==> src/rtl/page_reg_bank_if.sv <==
// Bus bundle for page_reg_bank: write port, read port, status flags and scan pins.
// par_err exists only when PAGE_REG_PARITY_EN is defined.
interface page_reg_bank_if #(
    parameter int unsigned WIDTH = 8,
    parameter int unsigned DEPTH = 8
) ();
    localparam int unsigned AW = (DEPTH > 1) ? $clog2(DEPTH) : 1;

    logic [WIDTH-1:0] data_in;
    logic             en_in;
    logic             wr_clr;
    logic             rd_en;
    logic [AW-1:0]    rd_sel;
    logic [WIDTH-1:0] data_out;
    logic             rd_valid;
    logic [DEPTH-1:0] valid;
    logic             full;
    logic             ovf;
    logic             tc;
    logic             td;
    logic             tq;
`ifdef PAGE_REG_PARITY_EN
    logic             par_err;

    modport master (
        output data_in, en_in, wr_clr, rd_en, rd_sel, tc, td,
        input  data_out, rd_valid, valid, full, ovf, tq, par_err
    );
    modport slave (
        input  data_in, en_in, wr_clr, rd_en, rd_sel, tc, td,
        output data_out, rd_valid, valid, full, ovf, tq, par_err
    );
`else
    modport master (
        output data_in, en_in, wr_clr, rd_en, rd_sel, tc, td,
        input  data_out, rd_valid, valid, full, ovf, tq
    );
    modport slave (
        input  data_in, en_in, wr_clr, rd_en, rd_sel, tc, td,
        output data_out, rd_valid, valid, full, ovf, tq
    );
`endif
endinterface

==> src/rtl/page_reg_bank.sv <==
// Page register bank: sequential-pointer writes, registered reads and a full-array scan chain.
// Optional even parity per entry with read-time checking when PAGE_REG_PARITY_EN is defined.
module page_reg_bank #(
    parameter int unsigned WIDTH = 8,
    parameter int unsigned DEPTH = 8
) (
    input logic           clk,
    input logic           reset,
    page_reg_bank_if.slave bus
);
    localparam int unsigned AW   = (DEPTH > 1) ? $clog2(DEPTH) : 1;
    localparam int unsigned LAST = DEPTH - 1;

    logic [WIDTH-1:0] mem [DEPTH];
    logic [DEPTH-1:0] valid_q;
    logic [AW-1:0]    wr_ptr;
    logic             ovf_q;
    logic [WIDTH-1:0] data_out_q;
    logic             rd_valid_q;
`ifdef PAGE_REG_PARITY_EN
    logic [DEPTH-1:0] par;
    logic             par_err_q;
`endif

    logic [DEPTH-1:0] cin_c;
    logic [AW-1:0]    wr_idx_c;
    logic [DEPTH-1:0] valid_base_c;
    logic             full_c;

    // Scan carry-in per entry and the effective write slot once a same-cycle clear is applied
    always_comb begin
        cin_c        = '0;
        cin_c[0]     = bus.td;
        for (int i = 1; i < int'(DEPTH); i++) begin
            cin_c[i] = mem[i-1][WIDTH-1];
        end
        wr_idx_c     = bus.wr_clr ? '0 : wr_ptr;
        valid_base_c = bus.wr_clr ? '0 : valid_q;
        full_c       = &valid_q;
    end

    always_ff @(posedge clk or posedge reset) begin
        if (reset) begin
            for (int i = 0; i < int'(DEPTH); i++) begin
                mem[i] <= '0;
            end
            valid_q    <= '0;
            wr_ptr     <= '0;
            ovf_q      <= 1'b0;
            data_out_q <= '0;
            rd_valid_q <= 1'b0;
`ifdef PAGE_REG_PARITY_EN
            par        <= '0;
            par_err_q  <= 1'b0;
`endif
        end else if (bus.tc) begin
            // Whole array shifts as one chain; functional strobes are ignored
            for (int i = 0; i < int'(DEPTH); i++) begin
                mem[i] <= WIDTH'({mem[i], cin_c[i]});
`ifdef PAGE_REG_PARITY_EN
                par[i] <= ^(WIDTH'({mem[i], cin_c[i]}));
`endif
            end
            rd_valid_q <= 1'b0;
`ifdef PAGE_REG_PARITY_EN
            par_err_q  <= 1'b0;
`endif
        end else begin
            rd_valid_q <= bus.rd_en & valid_q[bus.rd_sel];
            if (bus.rd_en) begin
                data_out_q <= mem[bus.rd_sel];
            end
`ifdef PAGE_REG_PARITY_EN
            par_err_q <= bus.rd_en & ((^mem[bus.rd_sel]) != par[bus.rd_sel]);
`endif
            if (bus.wr_clr) begin
                valid_q <= '0;
                wr_ptr  <= '0;
                ovf_q   <= 1'b0;
            end
            // A write merged with a clear lands in entry 0 and cannot overflow
            if (bus.en_in) begin
                mem[wr_idx_c] <= bus.data_in;
                valid_q       <= valid_base_c | (DEPTH'(1) << wr_idx_c);
                wr_ptr        <= (wr_idx_c == AW'(LAST)) ? '0 : wr_idx_c + AW'(1);
`ifdef PAGE_REG_PARITY_EN
                par[wr_idx_c] <= ^bus.data_in;
`endif
                if (!bus.wr_clr && full_c) begin
                    ovf_q <= 1'b1;
                end
            end
        end
    end

    assign bus.data_out = data_out_q;
    assign bus.rd_valid = rd_valid_q;
    assign bus.valid    = valid_q;
    assign bus.full     = full_c;
    assign bus.ovf      = ovf_q;
    assign bus.tq       = mem[DEPTH-1][WIDTH-1];
`ifdef PAGE_REG_PARITY_EN
    assign bus.par_err  = par_err_q;
`endif

endmodule

==> src/flat_wrapper.sv <==
// flat-port wrapper written by rule: the top's interface ports become plain ports
module page_reg_bank_flat 
#(
    parameter int unsigned WIDTH = 8,
    parameter int unsigned DEPTH = 8
)
  (clk, reset, bus_data_in, bus_en_in, bus_wr_clr, bus_rd_en, bus_rd_sel, bus_tc, bus_td, bus_data_out, bus_rd_valid, bus_valid, bus_full, bus_ovf, bus_tq);
  page_reg_bank_if #(.WIDTH(WIDTH), .DEPTH(DEPTH)) bus_i ();
  input logic clk;
  input logic reset;
  input wire logic [$bits(bus_i.data_in)-1:0] bus_data_in;
  input wire logic [$bits(bus_i.en_in)-1:0] bus_en_in;
  input wire logic [$bits(bus_i.wr_clr)-1:0] bus_wr_clr;
  input wire logic [$bits(bus_i.rd_en)-1:0] bus_rd_en;
  input wire logic [$bits(bus_i.rd_sel)-1:0] bus_rd_sel;
  input wire logic [$bits(bus_i.tc)-1:0] bus_tc;
  input wire logic [$bits(bus_i.td)-1:0] bus_td;
  output wire logic [$bits(bus_i.data_out)-1:0] bus_data_out;
  output wire logic [$bits(bus_i.rd_valid)-1:0] bus_rd_valid;
  output wire logic [$bits(bus_i.valid)-1:0] bus_valid;
  output wire logic [$bits(bus_i.full)-1:0] bus_full;
  output wire logic [$bits(bus_i.ovf)-1:0] bus_ovf;
  output wire logic [$bits(bus_i.tq)-1:0] bus_tq;
  assign bus_i.data_in = bus_data_in;
  assign bus_i.en_in = bus_en_in;
  assign bus_i.wr_clr = bus_wr_clr;
  assign bus_i.rd_en = bus_rd_en;
  assign bus_i.rd_sel = bus_rd_sel;
  assign bus_i.tc = bus_tc;
  assign bus_i.td = bus_td;
  assign bus_data_out = bus_i.data_out;
  assign bus_rd_valid = bus_i.rd_valid;
  assign bus_valid = bus_i.valid;
  assign bus_full = bus_i.full;
  assign bus_ovf = bus_i.ovf;
  assign bus_tq = bus_i.tq;
  page_reg_bank #(.WIDTH(WIDTH), .DEPTH(DEPTH)) u_core (.clk(clk), .reset(reset), .bus(bus_i));
endmodule
==> config.mk <==
export PLATFORM = sky130hd
export DESIGN_NAME = page_reg_bank_flat
export DESIGN_NICKNAME = d
export VERILOG_FILES = /design/src/rtl/page_reg_bank_if.sv /design/src/rtl/page_reg_bank.sv /design/src/flat_wrapper.sv
export SDC_FILE = /design/constraint.sdc
export NUM_CORES = 1
export LEC_CHECK = 0
export CORE_MARGIN = 2
export CORE_UTILIZATION = 53
export CTS_BUF_LIST = sky130_fd_sc_hd__clkbuf_16
export DETAILED_ROUTE_END_ITERATION = 12
export GPL_TIMING_DRIVEN = 0
export PLACE_DENSITY = 0.88
export REMOVE_ABC_BUFFERS = 1
export SYNTH_ARGS = -nofsm -noshare
export SYNTH_HDL_FRONTEND = slang
export SYNTH_SLANG_ARGS = --single-unit
export TNS_END_PERCENT = 100
==> constraint.sdc <==
create_clock -name clk -period 2.9 [get_ports clk]
set_input_delay 0.87 -clock clk [delete_from_list [all_inputs] [get_ports clk]]
set_output_delay 0.87 -clock clk [all_outputs]
set_load 0.05 [all_outputs]
==> results of run 1 <==
==> worst max-delay path, cell delays in order <==
cell             delay [ns]
clkdlybuf4s50_1        0.91
nand2b_1               0.58
ha_1                   0.37
a31oi_1                0.18
a21oi_1                0.06
==> sequential cells by signal, indices dropped and copies added, names as in the netlist <==
name                 flops
u_core.bus.rd_valid      1
u_core.mem              56
u_core.bus.valid         8
u_core.wr_ptr            3
u_core.bus.tq            1
u_core.cin_c             7
u_core.bus.data_out      8
u_core.bus.ovf           1
==> layout by cell type, fill, tap and decap left out, types with 8 or more instances in the layout <==
cell type	count
nor2_1	52
mux2i_1	17
o22ai_1	8
dfrtp_1	85
o211ai_1	9
o21ai_0	47
nand3_1	47
nand2_1	28
clkbuf_16	9
o31ai_1	8
clkdlybuf4s50_1	35
mux2_2	16
a31oi_1	49
a22o_1	11
==> area by class of cell <==
class                      instances  area, um2  area share
multi-input combinational        360       2340       0.435
sequential                        85       2130       0.395
timing repair buffer              42        454      0.0844
clock buffer                       9        225      0.0418
tap                              108        135      0.0251
clock inverter                     6       80.1      0.0149
inverter                           4       20.0     0.00372
==> power breakdown <==
part	leakage [nW]	internal, mW	switching [mW]
combinational	0.941	0.342	0.505
clock	0.150	0.742	0.471
sequential	0.959	1.40	0.208
==> timing repair <==
item | 4_1_cts | 5_1_grt
pin swaps | 1 | 1
resized for setup | 3 | 4
setup endpoints to repair | 29 | 29
buffers inserted | 1 | 2
==> layer usage <==
metal,wire length [um],part of all wire,track usage
met1,5340,0.40,0.367
met2,6270,0.46,0.422
met3,1380,0.10,0.0745
met4,524,0.039,0.124
met5,0,0,0
==> how the worst max path moves through the flow <==
stage                     startpoint                                  to  slack, ns  depth (start not counted)
after floorplan                reset  u_core.bus.data_out[0]$_DFFE_PP0P_      -0.16                          1
after global placement         reset          u_core.mem[21]$_DFFE_PP0P_      -1.47                          2
after detailed placement  bus_wr_clr          u_core.mem[12]$_DFFE_PP0P_      -0.66                          4
after CTS                 bus_wr_clr           u_core.mem[1]$_DFFE_PP0P_       0.03                          4
after global routing      bus_wr_clr     u_core.bus.valid[4]$_DFFE_PP0N_     0.0001                          5
final                     bus_wr_clr     u_core.bus.valid[4]$_DFFE_PP0N_        0.1                          5
==> through the flow <==
| step | total power [mW] | util | setup TNS (ns) |
|---|---|---|---|
| 2_1_floorplan | 2.10 | - | -13.90 |
| 3_3_place_gp | 2.38 | 0.569 | -188.41 |
| 3_5_place_dp | 2.43 | 0.576 | -20.28 |
| 4_1_cts | 3.63 | 0.613 | 0 |
| 5_1_grt | 3.80 | 0.617 | 0 |
| 6_report | 3.66 | 0.617 | 0 |
==> logic make-up after synthesis <==
group	count (synthesis)
multiplexers	36
AND/OR/NAND/NOR	162
AO/OA/AOI/OAI	160
adder cells (fa/ha/maj)	2
buffers and inverters	57
flip-flops	85
==> metrics.log, run 1 <==
[metrics] post-route setup slack: 0.0977 ns
[metrics] post-place setup slack: -0.663 ns
[metrics] CTS clk-pin slew, worst paths: 0.06 ns
[metrics] CTS Hold Buffers Added: 0
[metrics] fraction of final layout cells with drive strength greater than 1: 0.101
[metrics] netlist area before placement: 4750 um2
[metrics] Cells on Worst Hold Path: 2
[metrics] Final nets: 522
[metrics] Required @ worst endpoint: 3.09 ns
[metrics] post-synthesis mux area share: 0.0864
[metrics] Syn. warnings: 0
[metrics] top cells by area in the synthesized netlist: dfrtp_1 (45%), a31oi_1 (6.5%), nand3_1 (5.0%), o21ai_0 (5.0%), nor2_1 (4.1%)
[metrics] distinct cell type count after synthesis: 48
[metrics] Post-Synth XOR/XNOR Area: 0
[metrics] EDFF count, synth: 0
[metrics] run status: complete, no violations
[metrics] TritonCTS clock tree: yes
[metrics] number of buffers created by CTS: 9
[metrics] Hold Worst Slack: 0.483 ns
[metrics] routed vias/inst: 7.05
[metrics] die area: 9740 um2
[metrics] Tightest Hold Check Type: reg2reg
[metrics] top-level port count: 38
[metrics] number of nets with antenna violations after routing: 0
[metrics] clk root buf: clkbuf_16
[metrics] Synth Area per Inst: 9.46 um2
[metrics] die boundary width: 98.7 um
[metrics] drt first-iter violations: 490
[metrics] post-route clock period utilization: 0.966
[metrics] count of max-cap constraint violations: 0
[metrics] DP Wirelength: 8330 um
[metrics] Setup-failing EPs final: 0
[metrics] total core area: 8720 um2
[metrics] commonest register cell after synthesis: dfrtp_1
[metrics] Clock Skews: 0.00574 ns
[metrics] routed wirelength normalized by instance count: 22.0 um
[metrics] async set or reset register ratio after synthesis: 1.00
[metrics] via count of the first global-routing pass: 4,105
[metrics] time the worst path needs with I/O delays and setup: 2.80 ns
[metrics] post-synthesis simple-gate area fraction: 0.171
[metrics] adder and majority cell fraction of the synthesized area: 0.00527
[metrics] H-tree depth: 3
[metrics] maximum clock insertion buffer count: 2
[metrics] number of instances in the synthesized netlist: 502
[metrics] fraction of the yosys area taken by sequential cells: 0.448
[metrics] endpoints failing hold: 0
[metrics] Leakage: 2.05 nW
[metrics] # fillers: 683
[metrics] critical path capture point type: register
[metrics] fin. max-slew vios: 0
[metrics] Placed Cells incl. Taps: 596
[metrics] setup repair after global routing missed its margin: false
[metrics] most numerous cell in the Yosys netlist: dfrtp_1
[metrics] area after detailed placement: 5020 um2
[metrics] Critical R2R Capture: u_core.bus.valid[2]$_DFFE_PP0N_
[metrics] Port Buffer Count: 37
[metrics] startpoint of the lowest-slack register-to-register path: u_core.wr_ptr[0]$_DFFE_PP0N_
[metrics] via count: 4,330
[metrics] wire length of the first global-routing pass: 21,200 um
[metrics] arrival time reported for the critical path endpoint: 2.99 ns
[metrics] number of synthesized register bits: 85
[metrics] starting utilization of the core area: 0.545
[metrics] CP startpoint kind: input port
[metrics] register-to-register setup slack: 0.67 ns
[metrics] Die Height: 98.7 um
[metrics] post-route cell area: 5380 um2
[metrics] Least-Margin Pin Slew: 0.982 ns
[metrics] overall track demand over capacity in global routing: 0.275
[metrics] R2R cell count: 2
[metrics] proportion of netlist area held by the largest area contributor: 0.448
[metrics] Final Instance Count excl. Fillers: 614
[metrics] total inserted antenna cells: 0
[metrics] length of the first detailed-routing pass in iterations: 5
[metrics] Compound-Gate Fraction of Synth Area: 0.224
[metrics] Total Routed Length: 13,500 um
[metrics] PD cells: 681 nW/um2
[metrics] critical path peak fanout: 24
[metrics] GP Congestion: 0.958
[metrics] Crit Path Category: in2reg
[metrics] leading cell types by count after synthesis: dfrtp_1 (85), nor2_1 (52), a31oi_1 (49), nand3_1 (47), o21ai_0 (47)
[metrics] largest net degree at the start of global routing: 102
[metrics] global route overflow: 0
[metrics] worst-case hold path end point: u_core.bus.data_out[5]$_DFFE_PP0P_
[metrics] Worst VDD drop: 0.374 mV
[metrics] # DRC: 0
[metrics] max frequency: 357 MHz
[metrics] Clock Sink Count: 85
[metrics] later-pin clock latency in the skew report: 0.34 ns
[metrics] startpoint of the lowest-slack hold path: u_core.bus.data_out[5]$_DFFE_PP0P_
[metrics] max_slew headroom: 0.345
[metrics] number of antenna violations at the first check in global routing: 0
[metrics] Area Overhead vs Synth: 13.3%
[metrics] biggest area consumer among synthesized cells: dfrtp_1
[metrics] Row Count: 34
[metrics] dominant combinational cell family by area after synthesis: compound AO/OA/AOI/OAI gates
(Power assumes the default switching activity.)
==> run 2: changes to the inputs <==
--- a/config.mk
+++ b/config.mk
@@ -7,7 +7,7 @@
 export LEC_CHECK = 0
 export CORE_MARGIN = 2
 export CORE_UTILIZATION = 53
-export CTS_BUF_LIST = sky130_fd_sc_hd__clkbuf_16
+export CTS_BUF_LIST = sky130_fd_sc_hd__clkbuf_8 sky130_fd_sc_hd__clkbuf_16
 export DETAILED_ROUTE_END_ITERATION = 12
 export GPL_TIMING_DRIVEN = 0
 export PLACE_DENSITY = 0.88
==> metrics.log, run 2 (synthesis gave the netlist of run 1 again) <==
[metrics] Seq. cell area: 2130 um2
[metrics] CTS clk-pin slew, worst paths: 0.08 ns
[metrics] Row Count: 34
[metrics] Die Height: 98.7 um
[metrics] clk root buf: clkbuf_8
[metrics] Final nets: 519
[metrics] endpoints failing hold: 0
[metrics] slowest cell delay on critical path: 1.07 ns
[metrics] via count: 4,312
[metrics] routed vias/inst: 7.06
[metrics] largest net degree at the start of global routing: 102
[metrics] Total Routed Length: 13,200 um
[metrics] TritonCTS clock tree: yes
[metrics] GP Congestion: 0.958
[metrics] Least-Margin Pin Slew: 1.00 ns
[metrics] post-route setup slack: 0.149 ns
[metrics] critical path capture point type: register
[metrics] Clock Sink Count: 85
[metrics] total buffers and inverters traversed by the critical path: 1
[metrics] number of buffers created by CTS: 9
[metrics] overall track demand over capacity in global routing: 0.270
[metrics] Required @ worst endpoint: 3.12 ns
[metrics] drt first-iter violations: 423
[metrics] # DRC: 0
[metrics] fin. max-slew vios: 0
[metrics] count of max-cap constraint violations: 0
[metrics] Hold Worst Slack: 0.488 ns
[metrics] fraction of final layout cells with drive strength greater than 1: 0.0954
[metrics] DP Wirelength: 8330 um
[metrics] total inserted antenna cells: 0
[metrics] routed wirelength normalized by instance count: 21.6 um
[metrics] Most flops, register: u_core.mem
[metrics] sum of negative setup slack: 0 ns
[metrics] post-place setup slack: -0.663 ns
[metrics] later-pin clock latency in the skew report: 0.36 ns
[metrics] startpoint of the lowest-slack register-to-register path: u_core.wr_ptr[0]$_DFFE_PP0N_
[metrics] Worst VDD drop: 0.363 mV
[metrics] core occupancy in the finished layout: 0.603
[metrics] Leakage: 1.99 nW
[metrics] wire length of the first global-routing pass: 20,900 um
[metrics] run status: complete, no violations
[metrics] time the worst path needs with I/O delays and setup: 2.75 ns
[metrics] series of cell instances along the critical path: clkdlybuf4s50_1 > nand2b_1 > o21ai_0 > a31oi_1
[metrics] total core area: 8720 um2
[metrics] Area Overhead vs Synth: 10.6%
[metrics] top-level port count: 38
[metrics] leading cell type in the layout, fill and taps excluded: dfrtp_1
[metrics] max_slew headroom: 0.330
[metrics] length of the first detailed-routing pass in iterations: 6
[metrics] Tightest Hold Check Type: reg2reg
[metrics] H-tree depth: 3
[metrics] die area: 9740 um2
[metrics] commonest cells after routing, fill and taps aside: dfrtp_1 (85), nor2_1 (52), a31oi_1 (49)
[metrics] number of nets with antenna violations after routing: 0
[metrics] post-route clock period utilization: 0.948
[metrics] Crit Path Category: in2reg
[metrics] Clock Skews: 0.0117 ns
[metrics] maximum clock insertion buffer count: 2
[metrics] number of antenna violations at the first check in global routing: 0
[metrics] number of flip-flops under the largest register name: 56
[metrics] post-route cell area: 5260 um2
[metrics] startpoint of the lowest-slack hold path: u_core.bus.data_out[5]$_DFFE_PP0P_
[metrics] max frequency: 364 MHz
[metrics] die boundary width: 98.7 um
[metrics] Final Instance Count excl. Fillers: 611
[metrics] arrival time reported for the critical path endpoint: 2.97 ns
[metrics] critical path peak fanout: 22
[metrics] # fillers: 704
[metrics] start point of the critical path: bus_en_in
[metrics] setup repair after global routing missed its margin: false
[metrics] Port Buffer Count: 37
[metrics] starting utilization of the core area: 0.545
[metrics] Setup-failing EPs final: 0
[metrics] global route overflow: 0
[metrics] area after detailed placement: 5020 um2
[metrics] power consumption: 3.37 mW
[metrics] area of combinational cells with multiple inputs: 2340 um2
[metrics] PD cells: 640 nW/um2
[metrics] CP startpoint kind: input port
[metrics] top cell family by delay on the critical path: buffers and inverters
[metrics] Crit-path slowest cell: clkdlybuf4s50_1
[metrics] via count of the first global-routing pass: 4,090
[metrics] Placed Cells incl. Taps: 596
==> run 2: final timing paths <==
check / end / slack [ns] / cells after the start
setup / recovery: u_core.mem[21]$_DFFE_PP0P_ / 0.15 / 4
hold / removal: u_core.bus.data_out[5]$_DFFE_PP0P_ / 0.49 / 2
setup reg to reg: u_core.mem[21]$_DFFE_PP0P_ / 0.64 / 3
hold reg to reg: u_core.bus.data_out[5]$_DFFE_PP0P_ / 0.49 / 2
max in group asynchronous: u_core.mem[17]$_DFFE_PP0P_ / 1.42 / 3
min in group asynchronous: u_core.bus.ovf$_DFFE_PP0N_ / 0.87 / 2
==> run 2: metal layers <==
metal | up-vias | GRT usage | share of wire | wire length [um]
met2 | 322 | 0.412 | 0.46 | 6010
met3 | 55 | 0.0667 | 0.11 | 1400
met5 | - | 0 | 0 | 0
met1 | 2065 | 0.371 | 0.40 | 5260
met4 | 0 | 0.114 | 0.040 | 529
li1 | 1870 | - | - | -
==> run 2: final cells by class <==
class	instances	area share
tap	108	0.0257
timing repair buffer	39	0.0795
clock buffer	10	0.0262
multi-input combinational	360	0.445
clock inverter	5	0.0145
sequential	85	0.405
inverter	4	0.00381
==> run 2: report_power, final <==
group / leakage [nW] / switching, mW / internal (mW)
clock: 0.110 / 0.430 / 0.500
combinational: 0.925 / 0.499 / 0.336
sequential: 0.959 / 0.207 / 1.39
==> run 2: tightest hold or removal path: stages (launching register included) <==
cell and delay (ns):
dfrtp_1 0.35, nand2_1 0.05, o31ai_1 0.06
==> run 2: repair_timing <==
action / in CTS / in global routing
gates resized for setup: 4 / 3
hold buffers: 0 / 0
pin swaps: 1 / 0
setup buffers: 0 / 0
endpoints found under the setup margin: 27 / 9
